### config.mk
export PLATFORM = sky130hd
export DESIGN_NAME = keypad_alu_seq_flat
export DESIGN_NICKNAME = d
export VERILOG_FILES = /design/src/rtl/keypad_alu_seq_if.sv /design/src/rtl/keypad_alu_seq.sv /design/src/flat_wrapper.sv
export SDC_FILE = /design/constraint.sdc
export NUM_CORES = 1
export LEC_CHECK = 0
export CORE_MARGIN = 2
export CORE_UTILIZATION = 55
export CTS_BUF_LIST = sky130_fd_sc_hd__clkbuf_8 sky130_fd_sc_hd__clkbuf_16
export DETAILED_ROUTE_END_ITERATION = 8
export HOLD_SLACK_MARGIN = 0.15
export PLACE_DENSITY_LB_ADDON = 0.15
export RECOVER_POWER = 50
export SLEW_MARGIN = 20
export SYNTH_ARGS = -nofsm -noshare
export SYNTH_HDL_FRONTEND = slang
export SYNTH_SLANG_ARGS = --single-unit
### constraint.sdc
create_clock -name CLOCK_50 -period 8.2 [get_ports CLOCK_50]
set_input_delay 1.23 -clock CLOCK_50 [delete_from_list [all_inputs] [get_ports CLOCK_50]]
set_output_delay 1.23 -clock CLOCK_50 [all_outputs]
set_load 0.01 [all_outputs]
### src/rtl/keypad_alu_seq_if.sv
// Keypad calculator bus: key strobe/code in, operands, result and status out.
interface keypad_alu_seq_if #(
  parameter int unsigned W = 8
) ();
  logic              validate;
  logic [7:0]        data;
  logic [W:0]        out_A;
  logic [W:0]        out_B;
  logic [W+1:0]      value;
  logic              ON;
  logic [1:0]        mode;
  logic              op_sub;

  modport master (
    output validate, data,
    input  out_A, out_B, value, ON, mode, op_sub
  );

  modport slave (
    input  validate, data,
    output out_A, out_B, value, ON, mode, op_sub
  );
endinterface

### src/rtl/keypad_alu_seq.sv
// Keypad-driven signed calculator: builds decimal operands A/B from key codes and
// continuously registers A+B or A-B for the display driver.
module keypad_alu_seq #(
  parameter int unsigned DIGITS  = 2,
  parameter int unsigned W       = 8,
  parameter logic [7:0]  K_ONOFF = 8'd18,
  parameter logic [7:0]  K_DEF_A = 8'd15,
  parameter logic [7:0]  K_DEF_B = 8'd19,
  parameter logic [7:0]  K_CLEAR = 8'd16,
  parameter logic [7:0]  K_SIGN  = 8'd12,
  parameter logic [7:0]  K_SUM   = 8'd26,
  parameter logic [7:0]  K_MINUS = 8'd30
) (
  input logic              CLOCK_50,
  input logic              RESET_N,
  keypad_alu_seq_if.slave  bus
);

  localparam int unsigned CntW = $clog2(DIGITS + 1);

  typedef enum logic [1:0] {StOff = 2'd0, StIdle = 2'd1, StEnterA = 2'd2, StEnterB = 2'd3} state_e;

  state_e          state_q, state_d;
  logic            v1_q, v2_q, v3_q;
  logic [1:0]      prime_q;
  logic [W-1:0]    mag_a_q, mag_a_d, mag_b_q, mag_b_d;
  logic            sign_a_q, sign_a_d, sign_b_q, sign_b_d;
  logic [CntW-1:0] cnt_a_q, cnt_a_d, cnt_b_q, cnt_b_d;
  logic            op_sub_q, op_sub_d;
  logic [W+1:0]    value_q, value_d;
  logic [W:0]      out_a, out_b, ext_a, ext_b;

  logic key_stb, is_digit;
  logic clr_all, clr_a, clr_b, dig_a, dig_b, tog_a, tog_b, set_add, set_sub;

  function automatic logic [W-1:0] mac10(input logic [W-1:0] m, input logic [3:0] d);
    logic [W+3:0] t;
    t = ({4'b0000, m} << 3) + ({4'b0000, m} << 1) + {{W{1'b0}}, d};
    return t[W-1:0];
  endfunction

  // v3 is held at 1 until v2 carries a real sample, so a validate held across reset
  // release never looks like a fresh rising edge.
  always_ff @(posedge CLOCK_50 or negedge RESET_N) begin
    if (!RESET_N) begin
      v1_q    <= 1'b0;
      v2_q    <= 1'b0;
      v3_q    <= 1'b1;
      prime_q <= 2'b00;
    end else begin
      v1_q    <= bus.validate;
      v2_q    <= v1_q;
      v3_q    <= prime_q[1] ? v2_q : 1'b1;
      prime_q <= {prime_q[0], 1'b1};
    end
  end

  assign key_stb  = v2_q & ~v3_q;
  assign is_digit = (bus.data < 8'd10);

  // FSM state register
  always_ff @(posedge CLOCK_50 or negedge RESET_N) begin
    if (!RESET_N) state_q <= StOff;
    else          state_q <= state_d;
  end

  // FSM next state
  always_comb begin
    state_d = state_q;
    if (key_stb) begin
      if (state_q == StOff) begin
        if (bus.data == K_ONOFF) state_d = StIdle;
      end else begin
        case (bus.data)
          K_ONOFF: state_d = StOff;
          K_CLEAR: state_d = StIdle;
          K_SUM:   state_d = StIdle;
          K_MINUS: state_d = StIdle;
          K_DEF_A: state_d = StEnterA;
          K_DEF_B: state_d = StEnterB;
          default: state_d = state_q;
        endcase
      end
    end
  end

  // FSM outputs: datapath control strobes
  always_comb begin
    clr_all = 1'b0;
    clr_a   = 1'b0;
    clr_b   = 1'b0;
    dig_a   = 1'b0;
    dig_b   = 1'b0;
    tog_a   = 1'b0;
    tog_b   = 1'b0;
    set_add = 1'b0;
    set_sub = 1'b0;
    if (key_stb) begin
      if (state_q == StOff) begin
        clr_all = (bus.data == K_ONOFF);
      end else begin
        case (bus.data)
          K_ONOFF: clr_all = 1'b1;
          K_CLEAR: clr_all = 1'b1;
          K_DEF_A: clr_a   = 1'b1;
          K_DEF_B: clr_b   = 1'b1;
          K_SUM:   set_add = 1'b1;
          K_MINUS: set_sub = 1'b1;
          K_SIGN: begin
            tog_a = (state_q == StEnterA);
            tog_b = (state_q == StEnterB);
          end
          default: begin
            dig_a = is_digit && (state_q == StEnterA) && (cnt_a_q < CntW'(DIGITS));
            dig_b = is_digit && (state_q == StEnterB) && (cnt_b_q < CntW'(DIGITS));
          end
        endcase
      end
    end
  end

  always_comb begin
    mag_a_d  = mag_a_q;
    sign_a_d = sign_a_q;
    cnt_a_d  = cnt_a_q;
    mag_b_d  = mag_b_q;
    sign_b_d = sign_b_q;
    cnt_b_d  = cnt_b_q;
    op_sub_d = op_sub_q;
    if (clr_all || clr_a) begin
      mag_a_d  = '0;
      sign_a_d = 1'b0;
      cnt_a_d  = '0;
    end else if (dig_a) begin
      mag_a_d = mac10(mag_a_q, bus.data[3:0]);
      cnt_a_d = cnt_a_q + CntW'(1);
    end else if (tog_a) begin
      sign_a_d = ~sign_a_q;
    end
    if (clr_all || clr_b) begin
      mag_b_d  = '0;
      sign_b_d = 1'b0;
      cnt_b_d  = '0;
    end else if (dig_b) begin
      mag_b_d = mac10(mag_b_q, bus.data[3:0]);
      cnt_b_d = cnt_b_q + CntW'(1);
    end else if (tog_b) begin
      sign_b_d = ~sign_b_q;
    end
    if (clr_all || set_add) op_sub_d = 1'b0;
    else if (set_sub)       op_sub_d = 1'b1;
  end

  always_ff @(posedge CLOCK_50 or negedge RESET_N) begin
    if (!RESET_N) begin
      mag_a_q  <= '0;
      sign_a_q <= 1'b0;
      cnt_a_q  <= '0;
      mag_b_q  <= '0;
      sign_b_q <= 1'b0;
      cnt_b_q  <= '0;
      op_sub_q <= 1'b0;
      value_q  <= '0;
    end else begin
      mag_a_q  <= mag_a_d;
      sign_a_q <= sign_a_d;
      cnt_a_q  <= cnt_a_d;
      mag_b_q  <= mag_b_d;
      sign_b_q <= sign_b_d;
      cnt_b_q  <= cnt_b_d;
      op_sub_q <= op_sub_d;
      value_q  <= value_d;
    end
  end

  // Negating a zero magnitude yields zero, so "-0" never reaches the outputs.
  assign ext_a   = {1'b0, mag_a_q};
  assign ext_b   = {1'b0, mag_b_q};
  assign out_a   = sign_a_q ? ({(W+1){1'b0}} - ext_a) : ext_a;
  assign out_b   = sign_b_q ? ({(W+1){1'b0}} - ext_b) : ext_b;
  assign value_d = op_sub_q ? ({out_a[W], out_a} - {out_b[W], out_b})
                            : ({out_a[W], out_a} + {out_b[W], out_b});

  assign bus.out_A  = out_a;
  assign bus.out_B  = out_b;
  assign bus.value  = value_q;
  assign bus.ON     = (state_q != StOff);
  assign bus.mode   = state_q;
  assign bus.op_sub = op_sub_q;

endmodule

### src/flat_wrapper.sv
// flat-port wrapper written by rule: the top's interface ports become plain ports
module keypad_alu_seq_flat 
#(
  parameter int unsigned DIGITS  = 2,
  parameter int unsigned W       = 8,
  parameter logic [7:0]  K_ONOFF = 8'd18,
  parameter logic [7:0]  K_DEF_A = 8'd15,
  parameter logic [7:0]  K_DEF_B = 8'd19,
  parameter logic [7:0]  K_CLEAR = 8'd16,
  parameter logic [7:0]  K_SIGN  = 8'd12,
  parameter logic [7:0]  K_SUM   = 8'd26,
  parameter logic [7:0]  K_MINUS = 8'd30
)
  (CLOCK_50, RESET_N, bus_validate, bus_data, bus_out_A, bus_out_B, bus_value, bus_ON, bus_mode, bus_op_sub);
  keypad_alu_seq_if #(.W(W)) bus_i ();
  input logic CLOCK_50;
  input logic RESET_N;
  input wire logic [$bits(bus_i.validate)-1:0] bus_validate;
  input wire logic [$bits(bus_i.data)-1:0] bus_data;
  output wire logic [$bits(bus_i.out_A)-1:0] bus_out_A;
  output wire logic [$bits(bus_i.out_B)-1:0] bus_out_B;
  output wire logic [$bits(bus_i.value)-1:0] bus_value;
  output wire logic [$bits(bus_i.ON)-1:0] bus_ON;
  output wire logic [$bits(bus_i.mode)-1:0] bus_mode;
  output wire logic [$bits(bus_i.op_sub)-1:0] bus_op_sub;
  assign bus_i.validate = bus_validate;
  assign bus_i.data = bus_data;
  assign bus_out_A = bus_i.out_A;
  assign bus_out_B = bus_i.out_B;
  assign bus_value = bus_i.value;
  assign bus_ON = bus_i.ON;
  assign bus_mode = bus_i.mode;
  assign bus_op_sub = bus_i.op_sub;
  keypad_alu_seq #(.DIGITS(DIGITS), .W(W), .K_ONOFF(K_ONOFF), .K_DEF_A(K_DEF_A), .K_DEF_B(K_DEF_B), .K_CLEAR(K_CLEAR), .K_SIGN(K_SIGN), .K_SUM(K_SUM), .K_MINUS(K_MINUS)) u_core (.CLOCK_50(CLOCK_50), .RESET_N(RESET_N), .bus(bus_i));
endmodule
Word level (Yosys, flattened, before mapping)
Cells that the tools add are included.

Bits of input ports: 11. Word-level logic and storage cells: 113. Output and inout bits: 32. Register bits after elaboration: 40.

Bitwise gates (word level): 4. Mux-type cells: 50. Equality and inequality tests: 12. Add/subtract/negate cells: 10. Reduce and logical (&&, ||, !) cells: 21. $lt $le $gt $ge: 3.

Operators with widths (count): 8-bit by 5-bit equality test with 1-bit output (second input constant) (5); 1-bit two-way mux (36); 8-bit two-way mux (4); 9-bit two-way mux (2); 1-bit by 8-bit subtractor with 9-bit output (first input constant) (2); 8-bit by 4-bit adder with 8-bit output (2); 8-bit adder (2); 8-bit by 4-bit equality test with 1-bit output (second input constant) (2); 2-bit two-way mux (6); 2-bit nonzero test (6); 9-bit by 9-bit adder with 10-bit output (1); 10-bit two-way mux (1); 9-bit by 9-bit subtractor with 10-bit output (1); 8-bit by 4-bit < comparator with 1-bit output (second input constant) (1); 2-bit case mux with 4 select lines (1); 7-bit OR reduction (1); 2-bit inequality test (second input constant) (3); 2-bit by 1-bit adder with 2-bit output (second input constant) (2); 2-bit equality test (second input constant) (2); 1-bit logical AND (4); 2-bit < comparator (second input constant) (2); 2-bit AND reduction (2); 4-bit nonzero test (1); 1-bit logical OR (3); other kinds (6) (8).

Logic depth before layout (Yosys ltp)
Depth in word-level cells: 8. Depth in mapped cells: 14. Mapped depth without buffers: 14.

Least setup slack after synthesis
Ideal clock, no wire load.

Kind: register to register. Start: register u_core.mag_b_q[0]. End: register u_core.value_q[9] (netlist: u_core.bus.value[9]). Stages on the path, launching flop included: 14. Arrival: 3410 ps. Path buffers: 0. Setup time: 134 ps. Data required time: 8066 ps. Period minus slack after synthesis: 3543 ps. Setup slack: 4657 ps. Path through: dfrtp_1 > inv_1 > ha_1 > or3b_1 > a221o_2 > nor4b_4 > nor2_1 > xor2_1 > ha_1 > o211ai_1 > nand2_1 > and3_1 > a221oi_1 > xnor3_1.

Word-level cells in the longest chain between the ends: 4. Elaborated cells between the ends (all ways): 5. Classes of those cells: add/sub (3); mux (2).

Ends and longest elaborated chain: from (decl) (RTL line keypad_alu_seq.sv:26) `logic [W-1:0] mag_a_q, mag_a_d, mag_b_q, mag_b_d;`; from (signal assigned) (RTL line keypad_alu_seq.sv:168) `mag_b_q <= mag_b_d;`; 1-bit by 8-bit subtractor with 9-bit output * (RTL line keypad_alu_seq.sv:180) `assign out_b = sign_b_q ? ({(W+1){1'b0}} - ext_b) : ext_b;`; 9-bit two-way mux * (RTL line keypad_alu_seq.sv:180); named net bus_out_B[4] (RTL line flat_wrapper.sv:21) `output wire logic [$bits(bus_i.out_B)-1:0] bus_out_B;`; 9-bit by 9-bit adder with 10-bit output / 9-bit by 9-bit subtractor with 10-bit output (equally long branches) (RTL line keypad_alu_seq.sv:182, keypad_alu_seq.sv:181); 10-bit two-way mux * (RTL line keypad_alu_seq.sv:181) `assign value_d = op_sub_q ? ({out_a[W], out_a} - {out_b[W], out_b})`; named net u_core.value_d[9] (RTL line keypad_alu_seq.sv:30) `logic [W+1:0] value_q, value_d;`; to (signal assigned) (RTL line keypad_alu_seq.sv:172) `value_q <= value_d;`; to (decl) (RTL line keypad_alu_seq.sv:30).

The timed path passes the listed nets; every way through them passes the cells marked *. A chain may end at the register's enable or synchronous reset.

Worst setup path after layout
Start: register u_core.mag_b_q[0]. End: output bus_out_B[6].

Word-level cells in the longest chain between the ends: 2.

Ends and longest elaborated chain (RTL line): 1-bit by 8-bit subtractor with 9-bit output (keypad_alu_seq.sv:180); 9-bit two-way mux (keypad_alu_seq.sv:180); to (decl) (flat_wrapper.sv:21).

No other way between the ends.

==> reports/qor.yml <==
die:
  fp.dieW_um: 79.28
  placementRows: 27
  dieHeight_um: 79.28
  core_sq_mm: 0.005507
  die_area_sq_mm: 0.006285
  ios: 43
  initial_core_util_pct: 56.60
pwr:
  pwr_density_cell_mw_per_mm2: 120.8
  vdd_drop_max_v: 0.00009494
  finalPower_mw: 0.4453
  leakage_nw: 1.701
timing:
  relSlewSlack_pct: -39.15
  maxSlewViolCount: 41
  setup_viol: 0
  fin_crit_sh_pct: 47.51
  rsz0062_at_grt: "no"
  worst_slack_ns: 4.304
  finalHoldViolCount: 0
  fmax_mhz: 256.7
  worst_pin_slew_ns: 2.087
  tns_ns: 0
  clock_skew_ns: 0.01396
  period_needed_ns: 3.896
finish:
  fill_cells: 460
  finish.utilization_pct: 66.92
  post-route-cell-area_sq_mm: 0.003685
  multi_input_area_sq_mm: 0.001956
  antenna_cells: 0
  drive_above_1_share_pct: 4.393
  finalNetCount: 433
  seq_area_sq_mm: 0.001002
  area_delta_synth_final_pct: 18.23
place:
  place.gp.congestion: 0.8552
  dp_slack_ns: 4.413
  placed_area_sq_mm: 0.003565
  hpwl_mm: 4.954
  port_buffers: 42
logic_synthesis:
  yosysUniqueCellTypes: 54
  yosys.area.top_type: "dfrtp_1"
  synth_edf_count: 0
  yosys-top-cells-count: "dfrtp_1, ha_1, nand2_1, nor2_1, xnor2_1"
  seq_area_frac_synth_pct: 32.16
  synth_cells: 349
  async_flop_share_pct: 100.0
  synthFlopType: "dfrtp_1"
  post_synth.cell_area_avg_sq_um: 8.930
  synth_area_sq_mm: 0.003117
  synth_top_area_share_pct: 31.31
  synth_area_leaders: "dfrtp_1, ha_1, xnor2_1"
  yosysMostFrequentCell: "dfrtp_1"
  yosysWarnings: 0
  yosys_register_bits: 40
  synth_nets: 396
setup_path:
  required_ns: 6.97
  r2r_start: "u_core.mag_b_q[0]$_DFFE_PN0P_"
  critical_path_class: "reg2out"
  worst_ep_arrival_time_ns: 2.67
  r2r_cells: 13
  crit_path_end_kind: "output port"
  cp-endpoint: "bus_out_B[6]"
  reg2reg_slack_ns: 4.39
  start_kind: "flop"
  crit_start: "u_core.mag_b_q[0]$_DFFE_PN0P_"
  regToRegEndpoint: "u_core.bus.value[9]$_DFF_PN0_"
  crit_fanout: 11
clock_tree:
  htreeDepth: 2
  cts_tree: "done"
  clock_path_buffers: 2
  clock_latency_ns: 0.30
  ctsResizeCount: 0
  cts_setup_buffers: 0
  cts_hold_buf: 0
  cts_made_buffers: 5
  root_buffer: "clkbuf_8"
  cts.sinks: 40
  clk_pin_slew_ns: 0.08
detailed_routing:
  drt-initial-drc-count: 61
  vias_per_cell: 5.532
  wl_per_cell_um: 14.09
  wl_mm: 6.469
  ant_nets: 0
  drt_pass1_iterations: 4
  route.detailed.drc: 0
  num_vias: 2539
global_routing:
  grt_pass1_wl_mm: 11.32
  grt_start_max_net_pins: 41
  grt_usage_pct: 22.90
  grt_pass1_vias: 2489
  antenna_found_initial: 0
  overflow: 0
run_status:
  status: "finished with violations"
  violations: "capacitance limit, slew limit"
worst_hold_path:
  hp-class: "reg2reg"
run:
  maxCapViolations: 1
## cell usage in the layout, fill, tap and decap left out, drive strengths merged, types with 3 or more instances in the layout
cell type	instances
a21o	5
a21oi	22
clkbuf	7
clkdlybuf4s50	31
dfrtp	39
dlygate4sd3	10
fa	5
ha	31
inv	25
nand2	31
nand2b	6
nand3	10
nor2	29
nor2b	8
nor3	12
nor4	5
o211ai	3
o21ai	17
o22ai	5
o31ai	7
or3	3
xnor2	28
xor2	12
## state kept, by name (all words and copies together), names as in the netlist
signal and count:
u_core.bus.op_sub 1, u_core.v1_q 1, u_core.sign_a_q 1, u_core.cnt_b_q 2, u_core.bus.mode 2, u_core.sign_b_q 1
u_core.cnt_a_q 2, u_core.mag_b_q 8, u_core.v2_q 1, u_core.bus.value 10, u_core.mag_a_q 8, u_core.v3_q 1
u_core.prime_q 2
## metrics by stage
stage / hold WS [ns] / instances
CTS: 0.3587 / 459
finish: 0.3554 / 459
global route: 0.3720 / 459
floorplan: 0.3312 / 349
detailed placement: 0.3387 / 451
global placement: 0.3349 / 451
## cells by family (layout without fill, tap and decap cells)
| group | count (synthesis) | after routing | share of synthesized area, % |
|---|---|---|---|
| other cells | 1 | 1 | 0.1203 |
| simple gates | 117 | 117 | 19.27 |
| mux | 2 | 2 | 0.6423 |
| xor+xnor | 41 | 41 | 11.96 |
| buf+inv | 38 | 76 | 5.098 |
| fa+ha+maj | 36 | 36 | 15.66 |
| compound gates | 74 | 74 | 15.09 |
| flops | 40 | 40 | 32.16 |
## critical path, stage by stage, from the launching register on
cell	delay, ns
dfrtp_1	0.62
inv_1	0.12
ha_1	0.30
and2b_1	0.24
nand2_1	0.10
o21ai_0	0.10
xnor2_1	0.30
clkdlybuf4s50_1	0.59
## worst min path at each step
stage                                      from                           to  slack (ns)  cells past startpoint
floorplan           u_core.prime_q[0]$_DFF_PN0_  u_core.prime_q[1]$_DFF_PN0_        0.33                      0
global placement          u_core.v1_q$_DFF_PN0_        u_core.v2_q$_DFF_PN0_        0.33                      0
detailed placement        u_core.v1_q$_DFF_PN0_        u_core.v2_q$_DFF_PN0_        0.34                      0
CTS                       u_core.v1_q$_DFF_PN0_        u_core.v2_q$_DFF_PN0_        0.36                      0
global route              u_core.v1_q$_DFF_PN0_        u_core.v2_q$_DFF_PN0_        0.37                      0
finish                    u_core.v1_q$_DFF_PN0_        u_core.v2_q$_DFF_PN0_        0.36                      0
## report_power, final
| part | total, mW | internal (mW) | switching (mW) |
|---|---|---|---|
| sequential | 0.208 | 0.203 | 0.00504 |
| combinational | 0.0616 | 0.0284 | 0.0331 |
| clock | 0.176 | 0.0997 | 0.0762 |
## area by class of cell
cell class,instances,area share (%)
multi-input combinational,271,53.07
sequential,40,27.20
timing repair buffer,43,11.44
inverter,25,2.547
tap,72,2.445
clock buffer,6,2.241
clock inverter,2,1.053
## per-layer routing
metal / up-vias / global-route usage [%] / wire length, um
li1: 1283 / - / -
met1: 1189 / 28.92 / 3003
met2: 60 / 39.83 / 3147
met3: 7 / 4.205 / 236
met4: 0 / 6.897 / 81
met5: - / 0 / 0
(Power assumes the default switching activity.)
